===== src/rtl/alu_pkg.sv =====
// Shared types for the ALU result reader: flag layout and the packed FIFO entry.
package alu_pkg;
  localparam int unsigned ALU_FLAG_W = 3;
  localparam int unsigned ALU_DATA_W = 32;
  localparam int unsigned FLAG_C     = 2;
  localparam int unsigned FLAG_V     = 1;
  localparam int unsigned FLAG_Z     = 0;

  typedef logic [ALU_FLAG_W-1:0] alu_flags_t;

  typedef struct packed {
    alu_flags_t            flags;
    logic [ALU_DATA_W-1:0] data;
  } alu_entry_t;
endpackage


===== src/rtl/alu_result_reader_if.sv =====
// Register-watch inputs plus the valid/ready read port of the ALU result reader.
interface alu_result_reader_if #(
  parameter int unsigned WIDTH = 32,
  parameter int unsigned DEPTH = 4
);
  import alu_pkg::*;
  localparam int unsigned CNT_W = $clog2(DEPTH) + 1;

  logic              reg_en;
  logic [WIDTH-1:0]  reg_q;
  logic              reg_c;
  logic              reg_v;
  logic              reg_z;
  logic              rd_valid;
  logic              rd_ready;
  logic [WIDTH-1:0]  rd_data;
  alu_flags_t        rd_flags;
  logic [CNT_W-1:0]  count;
  logic              full;
  logic              drop;

  modport master (
    output reg_en, reg_q, reg_c, reg_v, reg_z, rd_ready,
    input  rd_valid, rd_data, rd_flags, count, full, drop
  );

  modport slave (
    input  reg_en, reg_q, reg_c, reg_v, reg_z, rd_ready,
    output rd_valid, rd_data, rd_flags, count, full, drop
  );
endinterface


===== src/rtl/alu_result_fifo_mem.sv =====
// DEPTH x DW register array: one synchronous write port, one asynchronous read port.
module alu_result_fifo_mem #(
  parameter int unsigned DW    = 35,
  parameter int unsigned DEPTH = 4
) (
  input  logic                     clk,
  input  logic                     i_wr_en,
  input  logic [$clog2(DEPTH)-1:0] i_wr_addr,
  input  logic [DW-1:0]            i_wr_data,
  input  logic [$clog2(DEPTH)-1:0] i_rd_addr,
  output logic [DW-1:0]            o_rd_data
);
  logic [DW-1:0] r_mem [DEPTH];

  // Storage is deliberately not reset; occupancy is tracked by the caller.
  always_ff @(posedge clk) begin
    if (i_wr_en) begin
      r_mem[i_wr_addr] <= i_wr_data;
    end
  end

  assign o_rd_data = r_mem[i_rd_addr];
endmodule


===== src/rtl/alu_result_reader.sv =====
// Samples the ALU result register one cycle after its write enable and queues samples.
// Optional ALU_READER_STICKY_EN adds sticky_clr / sticky_flags accumulation of pushed flags.
module alu_result_reader
  import alu_pkg::*;
#(
  parameter int unsigned WIDTH = 32,
  parameter int unsigned DEPTH = 4
) (
  input  logic                 clk,
  input  logic                 rst_n,
  alu_result_reader_if.slave   bus
`ifdef ALU_READER_STICKY_EN
  ,
  input  logic                 sticky_clr,
  output alu_flags_t           sticky_flags
`endif
);
  localparam int unsigned PTR_W   = $clog2(DEPTH);
  localparam int unsigned CNT_W   = PTR_W + 1;
  localparam int unsigned ENTRY_W = WIDTH + ALU_FLAG_W;

  logic               r_en_d;
  logic [PTR_W-1:0]   r_wr_ptr;
  logic [PTR_W-1:0]   r_rd_ptr;
  logic [CNT_W-1:0]   r_count;
  logic               r_drop;

  logic               w_full;
  logic               w_valid;
  logic               w_pop;
  logic               w_push;
  alu_flags_t         w_wr_flags;
  logic [ENTRY_W-1:0] w_wr_entry;
  logic [ENTRY_W-1:0] w_rd_entry;

  assign w_full     = (r_count == CNT_W'(DEPTH));
  assign w_valid    = (r_count != '0);
  assign w_pop      = w_valid && bus.rd_ready;
  // A full FIFO still accepts the sample when a pop frees a slot in the same cycle.
  assign w_push     = r_en_d && (!w_full || w_pop);
  assign w_wr_flags = {bus.reg_c, bus.reg_v, bus.reg_z};
  assign w_wr_entry = {w_wr_flags, bus.reg_q};

  alu_result_fifo_mem #(
    .DW    (ENTRY_W),
    .DEPTH (DEPTH)
  ) u_mem (
    .clk       (clk),
    .i_wr_en   (w_push),
    .i_wr_addr (r_wr_ptr),
    .i_wr_data (w_wr_entry),
    .i_rd_addr (r_rd_ptr),
    .o_rd_data (w_rd_entry)
  );

  // Pointers, occupancy, delayed enable and drop pulse.
  always_ff @(posedge clk or negedge rst_n) begin
    if (!rst_n) begin
      r_en_d   <= 1'b0;
      r_wr_ptr <= '0;
      r_rd_ptr <= '0;
      r_count  <= '0;
      r_drop   <= 1'b0;
    end else begin
      r_en_d <= bus.reg_en;
      r_drop <= r_en_d && w_full && !w_pop;
      if (w_push) r_wr_ptr <= r_wr_ptr + PTR_W'(1);
      if (w_pop)  r_rd_ptr <= r_rd_ptr + PTR_W'(1);
      case ({w_push, w_pop})
        2'b10:   r_count <= r_count + CNT_W'(1);
        2'b01:   r_count <= r_count - CNT_W'(1);
        default: r_count <= r_count;
      endcase
    end
  end

  assign bus.rd_valid = w_valid;
  assign bus.rd_data  = w_valid ? w_rd_entry[WIDTH-1:0] : '0;
  assign bus.rd_flags = w_valid ? w_rd_entry[ENTRY_W-1:WIDTH] : '0;
  assign bus.count    = r_count;
  assign bus.full     = w_full;
  assign bus.drop     = r_drop;

`ifdef ALU_READER_STICKY_EN
  alu_flags_t r_sticky;

  // A clear coinciding with an accepted push keeps only that push's flags.
  always_ff @(posedge clk or negedge rst_n) begin
    if (!rst_n) begin
      r_sticky <= '0;
    end else if (w_push) begin
      r_sticky <= sticky_clr ? w_wr_flags : (r_sticky | w_wr_flags);
    end else if (sticky_clr) begin
      r_sticky <= '0;
    end
  end

  assign sticky_flags = r_sticky;
`endif
endmodule


===== src/flat_wrapper.sv =====
// flat-port wrapper written by rule: the top's interface ports become plain ports
module alu_result_reader_flat import alu_pkg::*;
#(
  parameter int unsigned WIDTH = 32,
  parameter int unsigned DEPTH = 4
)
  (clk, rst_n, bus_reg_en, bus_reg_q, bus_reg_c, bus_reg_v, bus_reg_z, bus_rd_ready, bus_rd_valid, bus_rd_data, bus_rd_flags, bus_count, bus_full, bus_drop);
  alu_result_reader_if #(.WIDTH(WIDTH), .DEPTH(DEPTH)) bus_i ();
  input  logic clk;
  input  logic rst_n;
  input wire logic [$bits(bus_i.reg_en)-1:0] bus_reg_en;
  input wire logic [$bits(bus_i.reg_q)-1:0] bus_reg_q;
  input wire logic [$bits(bus_i.reg_c)-1:0] bus_reg_c;
  input wire logic [$bits(bus_i.reg_v)-1:0] bus_reg_v;
  input wire logic [$bits(bus_i.reg_z)-1:0] bus_reg_z;
  input wire logic [$bits(bus_i.rd_ready)-1:0] bus_rd_ready;
  output wire logic [$bits(bus_i.rd_valid)-1:0] bus_rd_valid;
  output wire logic [$bits(bus_i.rd_data)-1:0] bus_rd_data;
  output wire logic [$bits(bus_i.rd_flags)-1:0] bus_rd_flags;
  output wire logic [$bits(bus_i.count)-1:0] bus_count;
  output wire logic [$bits(bus_i.full)-1:0] bus_full;
  output wire logic [$bits(bus_i.drop)-1:0] bus_drop;
  assign bus_i.reg_en = bus_reg_en;
  assign bus_i.reg_q = bus_reg_q;
  assign bus_i.reg_c = bus_reg_c;
  assign bus_i.reg_v = bus_reg_v;
  assign bus_i.reg_z = bus_reg_z;
  assign bus_i.rd_ready = bus_rd_ready;
  assign bus_rd_valid = bus_i.rd_valid;
  assign bus_rd_data = bus_i.rd_data;
  assign bus_rd_flags = bus_i.rd_flags;
  assign bus_count = bus_i.count;
  assign bus_full = bus_i.full;
  assign bus_drop = bus_i.drop;
  alu_result_reader #(.WIDTH(WIDTH), .DEPTH(DEPTH)) u_core (.clk(clk), .rst_n(rst_n), .bus(bus_i));
endmodule

===== config.mk =====
export PLATFORM = sky130hd
export DESIGN_NAME = alu_result_reader_flat
export DESIGN_NICKNAME = d
export VERILOG_FILES = /design/src/rtl/alu_pkg.sv /design/src/rtl/alu_result_reader_if.sv /design/src/rtl/alu_result_fifo_mem.sv /design/src/rtl/alu_result_reader.sv /design/src/flat_wrapper.sv
export SDC_FILE = /design/constraint.sdc
export NUM_CORES = 1
export LEC_CHECK = 0
export ABC_AREA = 1
export BUFFER_PORTS_ARGS = -buffer_cell sky130_fd_sc_hd__buf_2
export CAP_MARGIN = 15
export CORE_ASPECT_RATIO = 2
export CORE_UTILIZATION = 58
export CTS_CLUSTER_SIZE = 10
export DETAILED_ROUTE_END_ITERATION = 8
export GPL_TIMING_DRIVEN = 0
export PLACE_DENSITY = 0.85
export SYNTH_ARGS = -nofsm -noshare
export SYNTH_HDL_FRONTEND = slang
export SYNTH_SLANG_ARGS = --single-unit

===== constraint.sdc =====
create_clock -name clk -period 3.6 [get_ports clk]
set_clock_uncertainty 0.15 [all_clocks]
set_input_delay 0.72 -clock clk [delete_from_list [all_inputs] [get_ports clk]]
set_output_delay 0.72 -clock clk [all_outputs]
set_load 0.01 [all_outputs]

==> impl_metrics.tcl <==
set metrics [dict create \
    outcome "completed" \
    rows 54 \
    yosysWarnings 0 \
    drv_slew 0 \
    rsz0062_at_grt "no" \
    cts_tree "yes" \
    cts_buffer_depth 2 \
    htree_levels 4 \
    powerDensity_nw_per_um2 842 \
    insertion_delay_ns 0.41 \
    drc_errors 0 \
    detail-route-antenna-nets 0 \
    placed_cells 838 \
    startpoint_type "register" \
    numClockSinks 149 \
    ys.flop_type "edfxtp_1" \
    io_buffers 79 \
    tns_ns 0 \
    synthCells 615 \
    drive_gt1_share_pct 19.9 \
    grt_overflow 0 \
    post-synth-top-area-cell "edfxtp_1" \
    core_area_um2 10900 \
    clockPowerShare_pct 24.6 \
    cts_hold_buf 1 \
    period_share_pct 73.6 \
    dr.pass1.iters 5 \
    slew_headroom_pct 54.5 \
    synth_cell_types 21 \
    p_comb_share_pct 39.4 \
    cp_max_fo 10 \
    r2r_slack_ns 1.34 \
    timing.rr.end "u_core.bus.count[2]" \
    nFillCells 695 \
    syn2layout_area_growth_pct 19.3 \
    path_clk_slew_ns 0.06 \
    whs_ns 0.264 \
    hold_path.class "in -> reg" \
    num_vias 4712 \
    grt_pass1_wl_um 23800 \
    grt.total_usage_pct 27.7 \
    p_sw_w 0.00244 \
    p_sw_share_pct 37.4 \
    ir_worst_vdd_uv 595 \
    die_w_um 76.8 \
    intPower_w 0.00408 \
    crit_end "bus_rd_data[24]" \
    io_pins 80 \
    worst_pin_slew_ns 0.681 \
    yosysSeqAreaShare_pct 68.3 \
    routed_wl_um 15300 \
    ctsRootBufferMaster "clkbuf_16" \
    antenna_found_initial 0 \
    p_seq_share_pct 36.0 \
    crit_required_ns 2.73 \
    hold_violations 0 \
    start_util_pct 59.7 \
    reg2regPathDepth 10 \
    drv_cap 0 \
    endpoint_kind "output port" \
    layout.cells.non_filler 870 \
    r2r_start "u_core.bus.count[0]" \
    yosys_register_bits 149 \
    fin_crit_ns 2.65 \
    drtIter0Drc 372 \
    synth_edf_count 140 \
    place.gp.congestion 0.800 \
    post-route-util_pct 71.2 \
    grt_pass1_vias 4952 \
    post_cts.repair.setup_buffers 0 \
    syn_avg_cell_area_um2 10.6 \
    setup_ws_ns 0.950 \
    pre_cts_slack_ns 1.08 \
    synth_area_um2 6490 \
    cts_made_buffers 17 \
    num_antenna_cells 0 \
    fmax_mhz 377 \
    die_area_um2 11600 \
    grt_max_degree 30 \
    async_flop_share_pct 6.04 \
    ctsResizeCount 0 \
    arrival_ns 1.78 \
    drt-wirelength-per-cell_um 17.5 \
    critical_path_class "reg -> out" \
    synth_top_area_share_pct 64.8 \
    syn_nets 660 \
    fin_nets 763 \
    leakage_nw 3.59 \
    setup_viol 0 \
    die_h_um 152 \
    avgViaCountPerCell 5.42 \
    synth.area.top_cells "edfxtp_1 (65%), inv_1 (9.0%), nand2_1 (8.9%)" \
    crit_path_start "u_core.r_rd_ptr[1]" \
    dp_hpwl_um 9680 \
]
-- power by group through the flow --
stage | Clock [W] | Sequential [W] | Combinational [W]
final | 0.00160 | 0.00235 | 0.00257
after global routing | 0.00169 | 0.00237 | 0.00279
after CTS | 0.00161 | 0.00235 | 0.00256
after detailed placement | 0 | 0.00238 | 0.00250
after global placement | 0 | 0.00238 | 0.00231
after floorplan | 0 | 0.00237 | 0.00153
-- through the flow --
stage	power [W]	instance area [um2]
6_report	0.00652	7740
2_1_floorplan	0.00390	6490
3_3_place_gp	0.00469	7060
4_1_cts	0.00652	7740
3_5_place_dp	0.00487	7190
5_1_grt	0.00685	7740
-- worst min-delay path by stage --
| stage | slack, ns | cells after the start | startpoint | endpoint |
|---|---|---|---|---|
| floorplan | 0.27 | 0 | rst_n | u_core.bus.count[0] |
| global placement | 0.35 | 2 | u_core.bus.count[2] | u_core.bus.count[2] |
| detailed placement | 0.36 | 2 | u_core.bus.count[2] | u_core.bus.count[2] |
| CTS | 0.25 | 1 | bus_reg_en | u_core.r_en_d |
| global route | 0.25 | 1 | bus_reg_en | u_core.r_en_d |
| finish | 0.26 | 1 | bus_reg_en | u_core.r_en_d |
-- flip-flops by register name (all words and copies together) (netlist names) --
| signal | flops |
|---|---|
| u_core.bus.count | 3 |
| u_core.bus.drop | 1 |
| u_core.r_en_d | 1 |
| u_core.r_rd_ptr | 2 |
| u_core.r_wr_ptr | 2 |
| u_core.u_mem.r_mem | 140 |
-- synth_stat cells (2+ instances only) --
cell and count:
ha_1 5, dfrtp_1 9, edfxtp_1 140, nand2_2 2, o21ai_0 2, buf_4 5
a21oi_1 35, buf_6 7, nand3_1 74, buf_2 13, nor2_1 5, inv_1 155
nand2_1 154, xnor2_1 2
-- layer usage --
layer	GRT usage (%)	vias up	part of all wire [%]
met4	17.1	0	3.6
met2	51.2	233	56
li1	-	2153	-
met1	27.7	2267	34
met3	6.35	59	5.9
met5	0	-	0
-- cell type report --
| cell class | count | area [um2] | area share, % |
|---|---|---|---|
| Buffer | 25 | 181 | 2.34 |
| Clock buffer | 18 | 429 | 5.54 |
| Clock inverter | 13 | 109 | 1.41 |
| Inverter | 158 | 596 | 7.69 |
| Multi-Input combinational cell | 283 | 1310 | 17.0 |
| Sequential cell | 149 | 4430 | 57.2 |
| Tap cell | 140 | 175 | 2.26 |
| Timing Repair Buffer | 84 | 508 | 6.56 |
-- kinds of logic after synthesis --
kind of cell | after synthesis | share of synthesized area, %
and+or+nand+nor | 238 | 15.4
buffers and inverters | 183 | 12.0
DFF | 149 | 68.3
AOI/OAI and AO/OA | 37 | 2.85
adders and majority gates | 6 | 1.27
xor gates and xnor gates | 2 | 0.270
-- placed cells by master (no fill, tap or decap) --
master | synthesis | layout
nand2_2 | 2 | 2
nand4_1 | 1 | 1
clkinv_4 | 0 | 1
clkinv_1 | 1 | 3
a21oi_1 | 35 | 35
nand2_1 | 154 | 154
inv_1 | 155 | 155
clkbuf_16 | 0 | 17
nor2_4 | 0 | 4
clkinvlp_4 | 0 | 4
dlygate4sd3_1 | 0 | 1
ha_1 | 5 | 5
buf_16 | 0 | 3
buf_4 | 5 | 5
inv_4 | 1 | 1
inv_2 | 1 | 1
nor3_1 | 1 | 1
nand3_1 | 74 | 74
buf_2 | 13 | 92
xnor2_1 | 2 | 2
nor2_1 | 5 | 1
dfrtp_1 | 9 | 9
fa_1 | 1 | 1
inv_6 | 0 | 2
clkbuf_1 | 0 | 1
o21ai_0 | 2 | 2
clkinv_2 | 0 | 3
nor2_2 | 1 | 1
edfxtp_1 | 140 | 140
buf_6 | 7 | 7
bufinv_16 | 0 | 1
buf_12 | 0 | 1
-- worst max-delay path, cell delays in order, from the launching register on --
cell      delay [ns]
dfrtp_1         0.40
clkinv_1        0.17
buf_2           0.28
nand3_1         0.13
a21oi_1         0.23
buf_2           0.17
Power figures use the tool's default switching activity.
